## src/rtl/alu_job_sequencer_if.sv

```systemverilog
// ---------------------------------------------------------------------------
// alu_job_sequencer_if
//   Groups the two-requester job handshake and the memory-mapped ALU bus
//   used by alu_job_sequencer.
//
//   Requester side (two requesters, lane i in bits [i*W +: W]):
//     req_valid / req_ready : job handshake, accepted on valid & ready
//     req_a / req_b         : 8-bit operands per requester
//     req_op                : 3-bit op code per requester
//     rsp_valid             : one-cycle response pulse to the owning requester
//     rsp_result / rsp_err  : result and error flag, valid with rsp_valid
//   Memory bus side:
//     enable, rd_wr, addr, wr_data : write port into the ALU memory map
//     res_out                       : registered ALU result
//
//   Modports:
//     master : the sequencer
//     slave  : requesters + memory block (environment)
// ---------------------------------------------------------------------------
interface alu_job_sequencer_if #(
  parameter int DATA_WIDTH = 8,
  parameter int ADDR_WIDTH = 2,
  parameter int RES_WIDTH  = 16
);
  logic [1:0]              req_valid;
  logic [1:0]              req_ready;
  logic [2*DATA_WIDTH-1:0] req_a;
  logic [2*DATA_WIDTH-1:0] req_b;
  logic [5:0]              req_op;
  logic [1:0]              rsp_valid;
  logic [RES_WIDTH-1:0]    rsp_result;
  logic                    rsp_err;
  logic                    enable;
  logic                    rd_wr;
  logic [ADDR_WIDTH-1:0]   addr;
  logic [DATA_WIDTH-1:0]   wr_data;
  logic [RES_WIDTH-1:0]    res_out;

  modport master (
    input  req_valid, req_a, req_b, req_op, res_out,
    output req_ready, rsp_valid, rsp_result, rsp_err,
           enable, rd_wr, addr, wr_data
  );

  modport slave (
    output req_valid, req_a, req_b, req_op, res_out,
    input  req_ready, rsp_valid, rsp_result, rsp_err,
           enable, rd_wr, addr, wr_data
  );
endinterface

```

## src/rtl/alu_job_sequencer.sv

```systemverilog
// ---------------------------------------------------------------------------
// alu_job_sequencer
//   Bus master that runs jobs for two requesters on a 4x8 memory-mapped ALU
//   (A @0, B @1, OPERATION @2, EXECUTE @3, registered 16-bit res_out).
//   One job is in flight at a time; when both requesters are valid the grant
//   alternates round-robin, favouring requester 0 after reset.
//
//   Job flow: IDLE -> WR_A -> WR_B -> WR_OP -> WR_EXE -> WAIT -> CLR_EXE
//             -> RESP -> IDLE  (8 cycles per job)
//   Unsupported ops (5..7) go IDLE -> RESP with err=1, result=0, no bus use.
//
//   Ports:
//     clk : clock, all state on the rising edge
//     rst : asynchronous active-high reset
//     bus : alu_job_sequencer_if.master (requester handshake + memory bus)
//
//   req_ready is combinational (one-hot grant, IDLE only, low during rst).
//   All other outputs are registered and decoded from the next state.
// ---------------------------------------------------------------------------
module alu_job_sequencer #(
  parameter int DATA_WIDTH = 8,
  parameter int ADDR_WIDTH = 2,
  parameter int RES_WIDTH  = 16
) (
  input  logic                   clk,
  input  logic                   rst,
  alu_job_sequencer_if.master    bus
);

  localparam int OP_WIDTH = 3;

  localparam logic [ADDR_WIDTH-1:0] ADDR_A    = ADDR_WIDTH'(0);
  localparam logic [ADDR_WIDTH-1:0] ADDR_B    = ADDR_WIDTH'(1);
  localparam logic [ADDR_WIDTH-1:0] ADDR_OP   = ADDR_WIDTH'(2);
  localparam logic [ADDR_WIDTH-1:0] ADDR_EXE  = ADDR_WIDTH'(3);
  localparam logic [DATA_WIDTH-1:0] EXE_SET   = DATA_WIDTH'(1);
  localparam logic [DATA_WIDTH-1:0] EXE_CLEAR = DATA_WIDTH'(0);

  typedef enum logic [2:0] {
    S_IDLE    = 3'd0,
    S_WR_A    = 3'd1,
    S_WR_B    = 3'd2,
    S_WR_OP   = 3'd3,
    S_WR_EXE  = 3'd4,
    S_WAIT    = 3'd5,
    S_CLR_EXE = 3'd6,
    S_RESP    = 3'd7
  } state_t;

  // Ops 0..4 exist in the ALU; 5..7 are rejected without touching the bus.
  function automatic logic op_supported(input logic [OP_WIDTH-1:0] op);
    return (op <= 3'd4);
  endfunction

  // Division (op 4) by a zero divisor is flagged by the sequencer itself,
  // independent of the value the ALU leaves in res_out.
  function automatic logic div_by_zero(input logic [OP_WIDTH-1:0] op,
                                       input logic [DATA_WIDTH-1:0] b);
    return (op == 3'd4) && (b == '0);
  endfunction

  function automatic logic [1:0] owner_mask(input logic owner);
    return owner ? 2'b10 : 2'b01;
  endfunction

  state_t                 state_q, state_d;
  logic                   prio_q, prio_d;     // requester favoured on a tie
  logic                   owner_q, owner_d;   // requester owning the job
  logic [DATA_WIDTH-1:0]  a_q, a_d;
  logic [DATA_WIDTH-1:0]  b_q, b_d;
  logic [OP_WIDTH-1:0]    op_q, op_d;

  logic                   enable_q, enable_d;
  logic [ADDR_WIDTH-1:0]  addr_q, addr_d;
  logic [DATA_WIDTH-1:0]  wr_data_q, wr_data_d;
  logic [1:0]             rsp_valid_q, rsp_valid_d;
  logic [RES_WIDTH-1:0]   rsp_result_q, rsp_result_d;
  logic                   rsp_err_q, rsp_err_d;

  logic [1:0]             grant_s;

  // Round-robin grant; only offered in IDLE and never while reset is held.
  always_comb begin
    grant_s = 2'b00;
    if ((state_q == S_IDLE) && !rst) begin
      case (bus.req_valid)
        2'b01:   grant_s = 2'b01;
        2'b10:   grant_s = 2'b10;
        2'b11:   grant_s = prio_q ? 2'b10 : 2'b01;
        default: grant_s = 2'b00;
      endcase
    end else begin
      grant_s = 2'b00;
    end
  end

  assign bus.req_ready = grant_s;

  // Next-state logic: job latching, sequencing and response generation.
  always_comb begin
    state_d      = state_q;
    prio_d       = prio_q;
    owner_d      = owner_q;
    a_d          = a_q;
    b_d          = b_q;
    op_d         = op_q;
    rsp_valid_d  = 2'b00;
    rsp_result_d = '0;
    rsp_err_d    = 1'b0;

    case (state_q)
      S_IDLE: begin
        if (grant_s != 2'b00) begin
          owner_d = grant_s[1];
          prio_d  = ~grant_s[1];
          a_d     = grant_s[1] ? bus.req_a[2*DATA_WIDTH-1:DATA_WIDTH]
                               : bus.req_a[DATA_WIDTH-1:0];
          b_d     = grant_s[1] ? bus.req_b[2*DATA_WIDTH-1:DATA_WIDTH]
                               : bus.req_b[DATA_WIDTH-1:0];
          op_d    = grant_s[1] ? bus.req_op[5:3] : bus.req_op[2:0];
          if (op_supported(op_d)) begin
            state_d = S_WR_A;
          end else begin
            // Rejected op: answer right away with err=1 and a zero result.
            state_d     = S_RESP;
            rsp_valid_d = owner_mask(grant_s[1]);
            rsp_err_d   = 1'b1;
          end
        end else begin
          state_d = S_IDLE;
        end
      end
      S_WR_A:   state_d = S_WR_B;
      S_WR_B:   state_d = S_WR_OP;
      S_WR_OP:  state_d = S_WR_EXE;
      S_WR_EXE: state_d = S_WAIT;
      S_WAIT:   state_d = S_CLR_EXE;
      S_CLR_EXE: begin
        // res_out has been registered by the ALU during WAIT; capture it now.
        state_d      = S_RESP;
        rsp_valid_d  = owner_mask(owner_q);
        rsp_result_d = bus.res_out;
        rsp_err_d    = div_by_zero(op_q, b_q);
      end
      S_RESP:   state_d = S_IDLE;
      default:  state_d = S_IDLE;
    endcase
  end

  // Bus drive decoded from the next state so the registered outputs line up
  // with the state they belong to.
  always_comb begin
    enable_d  = 1'b0;
    addr_d    = ADDR_A;
    wr_data_d = '0;
    case (state_d)
      S_WR_A: begin
        enable_d  = 1'b1;
        addr_d    = ADDR_A;
        wr_data_d = a_d;
      end
      S_WR_B: begin
        enable_d  = 1'b1;
        addr_d    = ADDR_B;
        wr_data_d = b_d;
      end
      S_WR_OP: begin
        enable_d  = 1'b1;
        addr_d    = ADDR_OP;
        wr_data_d = {{(DATA_WIDTH-OP_WIDTH){1'b0}}, op_d};
      end
      S_WR_EXE: begin
        enable_d  = 1'b1;
        addr_d    = ADDR_EXE;
        wr_data_d = EXE_SET;
      end
      S_CLR_EXE: begin
        enable_d  = 1'b1;
        addr_d    = ADDR_EXE;
        wr_data_d = EXE_CLEAR;
      end
      default: begin
        enable_d  = 1'b0;
        addr_d    = ADDR_A;
        wr_data_d = '0;
      end
    endcase
  end

  // State, job and output registers; reset aborts any job with no response.
  always_ff @(posedge clk or posedge rst) begin
    if (rst) begin
      state_q      <= S_IDLE;
      prio_q       <= 1'b0;
      owner_q      <= 1'b0;
      a_q          <= '0;
      b_q          <= '0;
      op_q         <= '0;
      enable_q     <= 1'b0;
      addr_q       <= '0;
      wr_data_q    <= '0;
      rsp_valid_q  <= 2'b00;
      rsp_result_q <= '0;
      rsp_err_q    <= 1'b0;
    end else begin
      state_q      <= state_d;
      prio_q       <= prio_d;
      owner_q      <= owner_d;
      a_q          <= a_d;
      b_q          <= b_d;
      op_q         <= op_d;
      enable_q     <= enable_d;
      addr_q       <= addr_d;
      wr_data_q    <= wr_data_d;
      rsp_valid_q  <= rsp_valid_d;
      rsp_result_q <= rsp_result_d;
      rsp_err_q    <= rsp_err_d;
    end
  end

  assign bus.enable     = enable_q;
  assign bus.rd_wr      = 1'b0;
  assign bus.addr       = addr_q;
  assign bus.wr_data    = wr_data_q;
  assign bus.rsp_valid  = rsp_valid_q;
  assign bus.rsp_result = rsp_result_q;
  assign bus.rsp_err    = rsp_err_q;

endmodule

```

## src/flat_wrapper.sv

```systemverilog
// flat-port wrapper written by rule: the top's interface ports become plain ports
module alu_job_sequencer_flat 
#(
  parameter int DATA_WIDTH = 8,
  parameter int ADDR_WIDTH = 2,
  parameter int RES_WIDTH  = 16
)
  (clk, rst, bus_req_valid, bus_req_a, bus_req_b, bus_req_op, bus_res_out, bus_req_ready, bus_rsp_valid, bus_rsp_result, bus_rsp_err, bus_enable, bus_rd_wr, bus_addr, bus_wr_data);
  alu_job_sequencer_if #(.DATA_WIDTH(DATA_WIDTH), .ADDR_WIDTH(ADDR_WIDTH), .RES_WIDTH(RES_WIDTH)) bus_i ();
  input  logic clk;
  input  logic rst;
  input wire logic [$bits(bus_i.req_valid)-1:0] bus_req_valid;
  input wire logic [$bits(bus_i.req_a)-1:0] bus_req_a;
  input wire logic [$bits(bus_i.req_b)-1:0] bus_req_b;
  input wire logic [$bits(bus_i.req_op)-1:0] bus_req_op;
  input wire logic [$bits(bus_i.res_out)-1:0] bus_res_out;
  output wire logic [$bits(bus_i.req_ready)-1:0] bus_req_ready;
  output wire logic [$bits(bus_i.rsp_valid)-1:0] bus_rsp_valid;
  output wire logic [$bits(bus_i.rsp_result)-1:0] bus_rsp_result;
  output wire logic [$bits(bus_i.rsp_err)-1:0] bus_rsp_err;
  output wire logic [$bits(bus_i.enable)-1:0] bus_enable;
  output wire logic [$bits(bus_i.rd_wr)-1:0] bus_rd_wr;
  output wire logic [$bits(bus_i.addr)-1:0] bus_addr;
  output wire logic [$bits(bus_i.wr_data)-1:0] bus_wr_data;
  assign bus_i.req_valid = bus_req_valid;
  assign bus_i.req_a = bus_req_a;
  assign bus_i.req_b = bus_req_b;
  assign bus_i.req_op = bus_req_op;
  assign bus_i.res_out = bus_res_out;
  assign bus_req_ready = bus_i.req_ready;
  assign bus_rsp_valid = bus_i.rsp_valid;
  assign bus_rsp_result = bus_i.rsp_result;
  assign bus_rsp_err = bus_i.rsp_err;
  assign bus_enable = bus_i.enable;
  assign bus_rd_wr = bus_i.rd_wr;
  assign bus_addr = bus_i.addr;
  assign bus_wr_data = bus_i.wr_data;
  alu_job_sequencer #(.DATA_WIDTH(DATA_WIDTH), .ADDR_WIDTH(ADDR_WIDTH), .RES_WIDTH(RES_WIDTH)) u_core (.clk(clk), .rst(rst), .bus(bus_i));
endmodule
```

## config.mk

```make
export PLATFORM = sky130hd
export DESIGN_NAME = alu_job_sequencer_flat
export DESIGN_NICKNAME = d
export VERILOG_FILES = /design/src/rtl/alu_job_sequencer_if.sv /design/src/rtl/alu_job_sequencer.sv /design/src/flat_wrapper.sv
export SDC_FILE = /design/constraint.sdc
export NUM_CORES = 1
export LEC_CHECK = 0
export CAP_MARGIN = 20
export CORE_MARGIN = 1.5
export CORE_UTILIZATION = 35
export CTS_CLUSTER_DIAMETER = 50
export DETAILED_ROUTE_END_ITERATION = 7
export GPL_ROUTABILITY_DRIVEN = 1
export GPL_TIMING_DRIVEN = 1
export PLACE_DENSITY_LB_ADDON = 0.1
export SYNTH_ARGS = -nofsm -noshare
export SYNTH_HDL_FRONTEND = slang
export SYNTH_SLANG_ARGS = --single-unit
```

## constraint.sdc

```tcl
create_clock -name clk -period 2.9 [get_ports clk]
set_input_delay 0.58 -clock clk [delete_from_list [all_inputs] [get_ports clk]]
set_output_delay 0.58 -clock clk [all_outputs]
set_load 0.1 [all_outputs]
```

Word level (Yosys, flattened, before mapping) --
Index checks and enable logic that the tools add are counted.
Storage, ports and cells: input port bits 58, logic and storage cells 66, output and inout bits 33, register bits after elaboration 54
Operators by class: reductions and logical operators 9, multiplexer cells 27, bitwise gates (word level) 1, equal/unequal tests 16, order comparisons 1
Operator list (count):
- $mux 8 | 6
- $pmux 8 s4 | 1
- $pmux 3 s8 | 1
- $eq 3x3->1 const B | 7
- $mux 16 | 1
- $mux 3 | 5
- $eq 3x2->1 const B | 4
- $mux 2 | 6
- $pmux 2 s3 | 2
- $logic_not 8->1 | 1
- $eq 3x1->1 const B | 2
- $reduce_or 5->1 | 1
- $eq 2x2->1 const B | 2
- $pmux 2 s2 | 1
- $le 3x3->1 const B | 1
- $logic_not 3->1 | 1
- $mux 1 | 3
- $eq 2x1->1 const B | 1
- $logic_and 1x1->1 | 2
- $pmux 1 s2 | 1
- $reduce_and 2->1 | 1
- $reduce_bool 2->1 | 1
- $reduce_or 2->1 | 1
- $logic_not 1->1 | 1
- $not 1->1 | 1

Logic depth before layout (Yosys ltp) --
Gate-level depths: netlist of run 1.
depth after elaboration 11, gate-level depth with buffers 9

Worst setup path before layout of run 1 --
OpenSTA, ideal clock, no wires.
path kind reg-to-reg, start point register u_core.state_q[0], end point register u_core.wr_data_q[0] (netlist: u_core.bus.wr_data[0]), arrival 2.857 ns, period minus slack after synthesis 2.940 ns, cell stages (with the launch flop) 9, library setup time 0.083 ns, path buffers 1, setup slack -0.040 ns, cells stage by stage dfrtp_1 > inv_1 > ha_1 > nor3b_2 > and3_1 > clkbuf_1 > a222oi_1 > o22a_1 > o21ai_0
On the way: elaborated cells on any way between the ends 29
RTL lines:
- start: declaration | line alu_job_sequencer.sv:66 | state_t state_q, state_d;
- start signal: assignment | line alu_job_sequencer.sv:206 | state_q <= state_d;
- $logic_not 3->1 (*) | line alu_job_sequencer.sv:85 | if ((state_q == S_IDLE) && !rst) begin
- $logic_and 1x1->1 (*) | line alu_job_sequencer.sv:85
- $mux 2 (*) | line alu_job_sequencer.sv:85
- named net bus_req_ready[0] | line flat_wrapper.sv:17 | output wire logic [$bits(bus_i.req_ready)-1:0] bus_req_ready;
- $reduce_bool 2->1 (*) | line alu_job_sequencer.sv:113 | if (grant_s != 2'b00) begin
- $mux 3 | line alu_job_sequencer.sv:113
- $pmux 3 s8 | line alu_job_sequencer.sv:111 | case (state_q)
- $eq 3x3->1 (tied with other cells) | line alu_job_sequencer.sv:156 | case (state_d)
- $pmux 8 s4 (*) | line alu_job_sequencer.sv:156
- named net u_core.wr_data_d[0] | line alu_job_sequencer.sv:75 | logic [DATA_WIDTH-1:0] wr_data_q, wr_data_d;
- end signal: assignment | line alu_job_sequencer.sv:214 | wr_data_q <= wr_data_d;
- end: declaration | line alu_job_sequencer.sv:75
The timed path passes the listed nets; every way through them passes the cells marked *. A chain may end at the register's enable or synchronous reset.

Worst setup path after layout of run 1 --
start point register u_core.state_q[0], end point output bus_req_ready[0]
On the way: cells in the longest elaborated chain, start to end 3
Ends and longest elaborated chain (line):
- $logic_not 3->1 | alu_job_sequencer.sv:85
- $logic_and 1x1->1 | alu_job_sequencer.sv:85
- $mux 2 | alu_job_sequencer.sv:85
- end: declaration | flat_wrapper.sv:17
No other way between the ends.

==> results of run 1 <==
[cells in the final DEF (no fill, tap or decap), types with 3 or more instances in the layout]
cell type and n:
nand2b_1 3, buf_12 4, inv_1 8, clkbuf_8 5, ha_1 4, dfrtp_1 54
clkdlybuf4s50_1 57, nor3_1 3, nor2_1 22, and3_1 17, a21oi_1 5, o31ai_1 3
o21ai_0 12, a22o_1 5, a31oi_1 17, buf_4 36, nand2_1 37, a22oi_1 3
[power groups by stage]
| stage | Sequential (mW) | Combinational [mW] | Clock [mW] |
|---|---|---|---|
| 6_report | 1.14 | 2.00 | 0.496 |
| 5_1_grt | 1.18 | 2.15 | 0.551 |
| 4_1_cts | 1.14 | 2.01 | 0.510 |
| 3_5_place_dp | 1.15 | 2.01 | 0 |
| 3_3_place_gp | 1.16 | 2.01 | 0 |
| 2_1_floorplan | 1.86 | 0.800 | 0 |
[per-layer routing]
metal	up-vias	wire, um	track usage	part of all wire
li1	1058	-	-	-
met1	977	2798	0.2281	0.46
met2	83	2770	0.2566	0.45
met3	6	481	0.04455	0.079
met4	0	73	0.05772	0.012
met5	-	0	0	0
[final cells by class]
type / instances / area (um2) / area share
clock buffers: 5 / 68.82 / 0.01939
flip-flops and latches: 54 / 1351 / 0.3808
well taps: 96 / 120.1 / 0.03385
inverters: 10 / 37.54 / 0.01058
clock inverters: 2 / 38.79 / 0.01093
repair buffers: 97 / 920.9 / 0.2595
multi-input cells: 168 / 1011 / 0.2849
[sequential cells by signal (all words and copies together) (netlist names), 2 cells and up]
| name | flops |
|---|---|
| u_core.bus.wr_data | 8 |
| u_core.state_q | 3 |
| u_core.a_q | 8 |
| u_core.op_q | 3 |
| u_core.bus.addr | 2 |
| u_core.bus.rsp_result | 16 |
| u_core.b_q | 8 |
| u_core.bus.rsp_valid | 2 |
[final timing paths]
kind	cells after the start	startpoint	endpoint
worst max-delay path	6	u_core.state_q[0]	bus_req_ready[0]
worst min-delay path	1	u_core.owner_q	u_core.bus.rsp_valid[0]
worst max register to register	7	u_core.state_q[0]	u_core.bus.wr_data[1]
worst min register to register	1	u_core.owner_q	u_core.bus.rsp_valid[0]
max in group asynchronous	3	rst	u_core.bus.wr_data[3]
min in group asynchronous	2	rst	u_core.prio_q
[Yosys cell counts, types with 2 or more instances]
library cell and number:
dfrtp_1 54, nand2_1 37, nor2_1 22, a31oi_1 17, and3_1 17, o21ai_0 12
clkbuf_1 10, inv_1 9, a21oi_1 5, a22o_1 5, buf_2 4, ha_1 4
a22oi_1 3, nand2b_1 3, nor3_1 3, o31ai_1 3, a211o_1 2, a211oi_1 2
buf_4 2, nand4_1 2, nor2_2 2, nor3b_1 2, o32ai_1 2
[stage by stage]
stage / hold slack [ps] / worst slack (ps) / area (um2) / util
2_1_floorplan: 448.1 / 513.8 / 2485 / -
3_3_place_gp: 485.0 / 162.2 / 3441 / 0.5037
3_5_place_dp: 482.2 / 116.0 / 3441 / 0.5037
4_1_cts: 495.9 / 248.1 / 3548 / 0.5194
5_1_grt: 527.5 / 141.2 / 3548 / 0.5194
6_report: 501.9 / 260.4 / 3548 / 0.5194
[kinds of logic after synthesis]
logic type	after synthesis	synth area share
buf+inv	27	0.04886
other cells	1	0.001510
fa+ha+maj	4	0.02015
compound gates	63	0.1773
simple gates	100	0.2081
flops	54	0.5441
==> results.json, run 1 <==
{
  "crit_buf_inv": 3,
  "worst_slew_pin_slew_ps": 546.9,
  "area_delta_synth_final_pct": 42.87,
  "grt_overflow_total": 0,
  "max_slew_margin": 0.6349,
  "die_w_um": 87.24,
  "clk_latency_ps": 300,
  "cp_top_family": "simple AND/OR/NAND/NOR gates",
  "grt_pass1_wl_mm": 9.722,
  "path_cells": "inv_1 -> ha_1 -> nor3b_2 -> buf_4 -> and3_1 -> buf_12",
  "cp.arrival_ps": 2060,
  "drtIter0Drc": 142,
  "vias": 2124,
  "fillers": 652,
  "num_io_pins": 91,
  "slew_viol_final": 0,
  "final.period_utilization": 0.9102,
  "required_ps": 2320,
  "swShare": 0.4875,
  "ctsHoldBuffers": 0,
  "status": "completed",
  "async_flop_share": 1.000,
  "core_area_um2": 6832,
  "critPathSlowestCell": "dfrtp_1",
  "cellLeakagePower_nw": 1.679,
  "start_util": 0.3636,
  "nNetsFinal": 398,
  "ir_drop_uv": 481.1,
  "end_kind": "output pin",
  "layout.cells.non_filler": 432,
  "pwr-share-clk": 0.136,
  "cts_resized": 0,
  "syn_area_um2": 2484,
  "p_sw_mw": 1.774,
  "wl_mm": 6.123,
  "ys_types": 50,
  "synth_area_leaders": "dfrtp_1, nand2_1, a31oi_1",
  "setup_tns_ps": 0,
  "power_mw": 3.640,
  "cts_tree": "built",
  "track_usage": 0.1671,
  "p_comb_frac": 0.550,
  "portBuffers": 89,
  "dp_hpwl_mm": 4.479,
  "dieArea_um2": 7611,
  "post_cts_buffers": 0,
  "drc": 0,
  "wl_per_cell_um": 14.17,
  "hold_viol": 0,
  "startpoint_type": "register",
  "gp_congestion": 0.8130,
  "synth_edf_count": 0,
  "clk_pin_slew_ps": 90,
  "synth_top_area_share": 0.5441,
  "seq_area_frac_synth": 0.5441,
  "cts.sinks": 54,
  "pwr_density_cell_nw_per_um2": 1026,
  "fp-row-count": 30,
  "cts_buffer_depth": 2,
  "drive_above_1_share": 0.1786,
  "antenna_found_initial": 0,
  "cp_max_fo": 9,
  "drtAntennaViolNets": 0,
  "diodes": 0,
  "finClkSkew_ps": 4.981,
  "finalSetupViolations": 0,
  "period_needed_ps": 2640,
  "placedCellCount": 425,
  "synthFlopType": "dfrtp_1",
  "rsz0062_at_grt": "false",
  "viasPerCell": 4.917,
  "grt_max_degree": 32,
  "p_int_mw": 1.866,
  "synth-seq-cells": 54,
  "postSynthAreaPerCell_um2": 9.974,
  "synth_warnings": 0,
  "fmax_mhz": 378.8,
  "cts_made_buffers": 5,
  "synth_top_cell_by_area": "dfrtp_1",
  "synthCells": 249,
  "worst-r2r-setup-slack_ps": 420,
  "cts.htree.levels": 2,
  "dieHeight_um": 87.24,
  "path_class": "register to output pin",
  "drv_cap": 0,
  "hold_path_class": "register to register",
  "slowest_delay_ps": 410,
  "cts-root-buf": "clkbuf_8",
  "pwr-share-seq": 0.314,
  "drt_pre_antenna_iters": 4,
  "grt_pass1_vias": 2005,
  "synth_nets": 311
}
(Power assumes the default switching activity.)
==> run 2: changes to the inputs <==
--- a/config.mk
+++ b/config.mk
@@ -12,7 +12,7 @@
 export DETAILED_ROUTE_END_ITERATION = 7
 export GPL_ROUTABILITY_DRIVEN = 1
 export GPL_TIMING_DRIVEN = 1
-export PLACE_DENSITY_LB_ADDON = 0.1
+export PLACE_DENSITY = 0.68
 export SYNTH_ARGS = -nofsm -noshare
 export SYNTH_HDL_FRONTEND = slang
 export SYNTH_SLANG_ARGS = --single-unit
==> constraint.sdc (replaced) <==
create_clock -name clk -period 2.9 [get_ports clk]
set_input_delay 0.87 -clock clk [delete_from_list [all_inputs] [get_ports clk]]
set_output_delay 0.87 -clock clk [all_outputs]
set_load 0.1 [all_outputs]
==> results.json, run 2 (synthesis gave the netlist of run 1 again) <==
{
  "setup_tns_ps": 0,
  "cts_tree": "built",
  "nNetsFinal": 406,
  "post-place-ws_ps": -67.42,
  "worst-r2r-setup-slack_ps": 520,
  "grt_overflow_total": 0,
  "finClkSkew_ps": 8.872,
  "fillers": 648,
  "max_slew_margin": 0.5484,
  "grt_pass1_wl_mm": 9.963,
  "gp_congestion": 0.9224,
  "fmax_mhz": 358.4,
  "clk_latency_ps": 300,
  "required_ps": 2030,
  "post_cts_buffers": 0,
  "dieArea_um2": 7611,
  "finalSetupViolations": 0,
  "grt_pass1_vias": 2086,
  "slew_viol_final": 0,
  "drt_pre_antenna_iters": 4,
  "drive_above_1_share": 0.2000,
  "clk_pin_slew_ps": 100,
  "hold_viol": 0,
  "cts-root-buf": "clkbuf_8",
  "path_class": "input pin to output pin",
  "drv_cap": 0,
  "grt_max_degree": 55,
  "finish.utilization": 0.5238,
  "drtIter0Drc": 181,
  "startpoint_type": "input pin",
  "final_area_um2": 3578,
  "placed_area_um2": 3488,
  "hold_path_class": "register to register",
  "pwr_density_cell_nw_per_um2": 1007,
  "cp_max_fo": 5,
  "track_usage": 0.1675,
  "cts.sinks": 54,
  "portBuffers": 89,
  "cp.arrival_ps": 1920,
  "wl_mm": 6.293,
  "slowest_delay_ps": 490,
  "end_kind": "output pin",
  "period_needed_ps": 2790,
  "placedCellCount": 433,
  "final.period_utilization": 0.9622,
  "start_util": 0.3636,
  "power_mw": 3.605,
  "final_common_cell": "clkdlybuf4s50_1",
  "critPathSlowestCell": "clkdlybuf4s50_1",
  "worst_slew_pin_slew_ps": 677.4,
  "area_delta_synth_final_pct": 44.08,
  "num_io_pins": 91,
  "dp_hpwl_mm": 4.632,
  "wl_per_cell_um": 14.27,
  "layout.cells.non_filler": 441,
  "path_cells": "clkdlybuf4s50_1 -> nand2b_1 -> nand3_2 -> inv_2 -> buf_12",
  "antenna_found_initial": 0,
  "largest_reg_flops": 16,
  "cellLeakagePower_nw": 1.705,
  "drtAntennaViolNets": 0,
  "worst_hold_slack_ps": 501.0,
  "vias": 2199,
  "core_area_um2": 6832,
  "viasPerCell": 4.986,
  "diodes": 0,
  "status": "completed",
  "cts_made_buffers": 5,
  "fp-row-count": 30,
  "rsz0062_at_grt": "false",
  "cts.htree.levels": 2,
  "dieHeight_um": 87.24,
  "cts_buffer_depth": 2,
  "fin_ws_ps": 109.7,
  "drc": 0,
  "final_cell_mix": "clkdlybuf4s50_1, dfrtp_1, buf_4, nand2_1, nor2_1",
  "ir_drop_uv": 408.3,
  "die_w_um": 87.24
}
==> run 2: cell types whose count changed in the layout (fill, tap and decap cells not counted) <==
cell | before | now
and3_4 | 0 | 1
bufinv_16 | 1 | 0
clkdlybuf4s50_1 | 57 | 56
buf_4 | 36 | 45
buf_12 | 4 | 3
dlygate4sd2_1 | 0 | 1
clkinv_2 | 0 | 1
clkbuf_1 | 0 | 1
and3_1 | 17 | 16
==> run 2: path summary, 6_finish.rpt <==
| kind | from | endpoint | cells past startpoint |
|---|---|---|---|
| setup / recovery | bus_req_valid[0] | bus_req_ready[1] | 5 |
| hold / removal | u_core.owner_q | u_core.bus.rsp_valid[0] | 1 |
| setup reg to reg | u_core.state_q[0] | u_core.bus.wr_data[1] | 7 |
| hold reg to reg | u_core.owner_q | u_core.bus.rsp_valid[0] | 1 |
| max in group asynchronous | rst | u_core.state_q[0] | 3 |
| min in group asynchronous | rst | u_core.a_q[0] | 3 |
==> run 2: per-layer routing <==
metal	GRT usage	routed length (um)	vias up	part of all wire
li1	-	-	1071	-
met1	0.2179	2915	1042	0.46
met2	0.2804	2957	82	0.47
met3	0.03791	378	4	0.060
met4	0.04618	41	0	0.0065
met5	0	0	-	0
==> run 2: worst max-delay path: cells and delay by family <==
family / cells / cell delay, ps
and+or+nand+nor: 2 / 280
buffers and inverters: 3 / 760
==> run 2: what timing repair did <==
| action | in CTS | in global routing |
|---|---|---|
| gates resized for setup | 2 | 0 |
| hold buffers | 0 | 0 |
| setup endpoints to repair | 2 | 0 |
==> run 2: area by class of cell <==
| class | instances | area [um2] | share of cell area |
|---|---|---|---|
| sequential | 54 | 1351 | 0.3776 |
| multi-input combinational | 168 | 1016 | 0.2839 |
| timing repair buffer | 105 | 967.2 | 0.2703 |
| tap | 96 | 120.1 | 0.03357 |
| clock buffer | 6 | 72.57 | 0.02028 |
| inverter | 10 | 37.54 | 0.01049 |
| clock inverter | 2 | 13.76 | 0.003846 |
==> run 2: report_power, final <==
part / switching, mW / internal [mW] / leakage [nW]
registers: 0.146 / 1.02 / 0.685
logic: 1.41 / 0.620 / 0.974
clock network: 0.238 / 0.171 / 0.0452
==> run 3: changes to the inputs <==
--- a/config.mk
+++ b/config.mk
@@ -5,14 +5,13 @@
 export SDC_FILE = /design/constraint.sdc
 export NUM_CORES = 1
 export LEC_CHECK = 0
-export CAP_MARGIN = 20
 export CORE_MARGIN = 1.5
-export CORE_UTILIZATION = 35
+export CORE_UTILIZATION = 44
 export CTS_CLUSTER_DIAMETER = 50
 export DETAILED_ROUTE_END_ITERATION = 7
 export GPL_ROUTABILITY_DRIVEN = 1
 export GPL_TIMING_DRIVEN = 1
-export PLACE_DENSITY = 0.68
+export PLACE_DENSITY = 0.82
 export SYNTH_ARGS = -nofsm -noshare
 export SYNTH_HDL_FRONTEND = slang
 export SYNTH_SLANG_ARGS = --single-unit
==> results.json, run 3 (synthesis gave the netlist of run 1 again) <==
{
  "cts-root-buf": "clkbuf_8",
  "power_mw": 3.719,
  "critPathSlowestCell": "clkdlybuf4s50_1",
  "viasPerCell": 5.232,
  "core_area_um2": 5473,
  "cp_max_fo": 5,
  "pwr_density_cell_nw_per_um2": 1032,
  "grt_max_degree": 33,
  "pwr-share-seq": 0.314,
  "cellLeakagePower_nw": 1.731,
  "drt_pre_antenna_iters": 4,
  "path_class": "input pin to output pin",
  "fmax_mhz": 355.6,
  "p_comb_frac": 0.545,
  "gp_congestion": 0.8643,
  "wl_per_cell_um": 14.24,
  "p_sw_mw": 1.790,
  "cts_tree": "built",
  "cts_made_buffers": 5,
  "cts.htree.levels": 2,
  "drive_above_1_share": 0.2052,
  "track_usage": 0.2005,
  "ir_drop_uv": 523.2,
  "drtAntennaViolNets": 0,
  "nNetsFinal": 407,
  "hold_start": "u_core.a_q[0]",
  "slowest_delay_ps": 510,
  "cp.arrival_ps": 1940,
  "status": "completed",
  "drtIter0Drc": 85,
  "finalSetupViolations": 0,
  "cts.sinks": 54,
  "antenna_found_initial": 0,
  "grt_pass1_vias": 2009,
  "end_kind": "output pin",
  "clk_latency_ps": 310,
  "path_cells": "clkdlybuf4s50_1 -> nand2b_1 -> nand3_2 -> inv_2 -> buf_12",
  "final_cell_mix": "clkdlybuf4s50_1, dfrtp_1, buf_4, nand2_1, nor2_1",
  "hold_viol": 0,
  "vias": 2187,
  "grt_overflow_total": 0,
  "p_int_mw": 1.929,
  "startpoint_type": "input pin",
  "crit_buf_inv": 3,
  "finClkSkew_ps": 7.648,
  "final_area_um2": 3603,
  "final_common_cell": "clkdlybuf4s50_1",
  "final.period_utilization": 0.9698,
  "die_w_um": 78.13,
  "period_needed_ps": 2812,
  "dp_hpwl_mm": 4.501,
  "worst-r2r-setup-slack_ps": 410,
  "required_ps": 2030,
  "dieArea_um2": 6104,
  "dieHeight_um": 78.13,
  "portBuffers": 89,
  "cts_buffer_depth": 2,
  "register_area_um2": 1351,
  "fp-row-count": 27,
  "start_util": 0.4538,
  "ctsHoldBuffers": 0,
  "r2r_cells": 10,
  "clk_pin_slew_ps": 90,
  "pwr-share-clk": 0.141,
  "wl_mm": 5.951,
  "largest_reg_flops": 16,
  "placed_area_um2": 3463,
  "multi_input_area_um2": 1016,
  "cp_num_cells": 5,
  "worst_hold_slack_ps": 504.9,
  "holdPathEnd": "u_core.a_q[0]",
  "num_io_pins": 91,
  "rsz0062_at_grt": "false",
  "area_delta_synth_final_pct": 45.09,
  "drv_cap": 0,
  "grt_pass1_wl_mm": 9.618,
  "hold_depth": 2,
  "slew_viol_final": 0,
  "swShare": 0.4814,
  "drc": 0,
  "timing.rr.end": "u_core.bus.wr_data[1]",
  "fillers": 466,
  "reg2reg_from": "u_core.state_q[0]",
  "hold_path_class": "register to register",
  "diodes": 0,
  "cp_top_family": "buffers and inverters"
}
==> run 3: cell count changes in the layout (fill, tap and decap cells not counted) <==
cell and delta:
clkbuf_8 +1, clkinv_2 -1, buf_12 +1, clkbuf_1 -1, clkinv_4 -1, inv_6 +1
bufinv_16 +1
==> run 3: power groups by stage <==
| stage | Clock, mW | Sequential, mW | Combinational, mW |
|---|---|---|---|
| final | 0.523 | 1.17 | 2.03 |
| after global placement | 0 | 1.17 | 1.98 |
| after detailed placement | 0 | 1.18 | 2.01 |
| after CTS | 0.536 | 1.17 | 2.03 |
| after floorplan | 0 | 1.86 | 0.800 |
| after global routing | 0.565 | 1.20 | 2.16 |
==> run 3: area by class of cell <==
cell class,instances,share of cell area
Clock inverter,2,0.01076
Multi-Input combinational cell,168,0.2819
Inverter,10,0.01042
Sequential cell,54,0.3750
Clock buffer,6,0.02292
Timing Repair Buffer,106,0.2740
Tap cell,72,0.02500
==> run 3: worst min-delay path, delay by kind of cell (launching register included) <==
kind | cells | cell delay (ps)
compound gates | 1 | 80
buf+inv | 1 | 60
flops | 1 | 340
==> run 3: routing by layer <==
layer  routed length [um]  share of wire  global-route usage
met1                 2611           0.44              0.2636
met2                 2915           0.49              0.3417
met3                  373          0.063             0.04419
met4                   51         0.0086             0.04107
met5                    0              0                   0
==> run 3: stage by stage <==
step	TNS [ps]	setup WS, ps	util	instances
2_1_floorplan	0	101.5	-	249
3_3_place_gp	-169.6	-50.25	0.6328	408
3_5_place_dp	-537.4	-91.73	0.6328	408
4_1_cts	0	101.8	0.6584	418
5_1_grt	0	42.53	0.6584	418
6_report	0	87.56	0.6584	418
==> run 3: worst max path at each step <==
stage	startpoint	end	slack, ps
after global routing	u_core.state_q[0]	bus_req_ready[1]	40
after CTS	bus_req_valid[0]	bus_req_ready[1]	100
after floorplan	rst	bus_req_ready[0]	100
final	bus_req_valid[0]	bus_req_ready[1]	90
after global placement	rst	bus_req_ready[0]	-50
after detailed placement	rst	u_core.bus.wr_data[1]	-90
==> run 3: repair_timing <==
action | in CTS | in global routing
setup endpoints to repair | 2 | 0
resized for setup | 2 | 0
setup buffers | 2 | 0
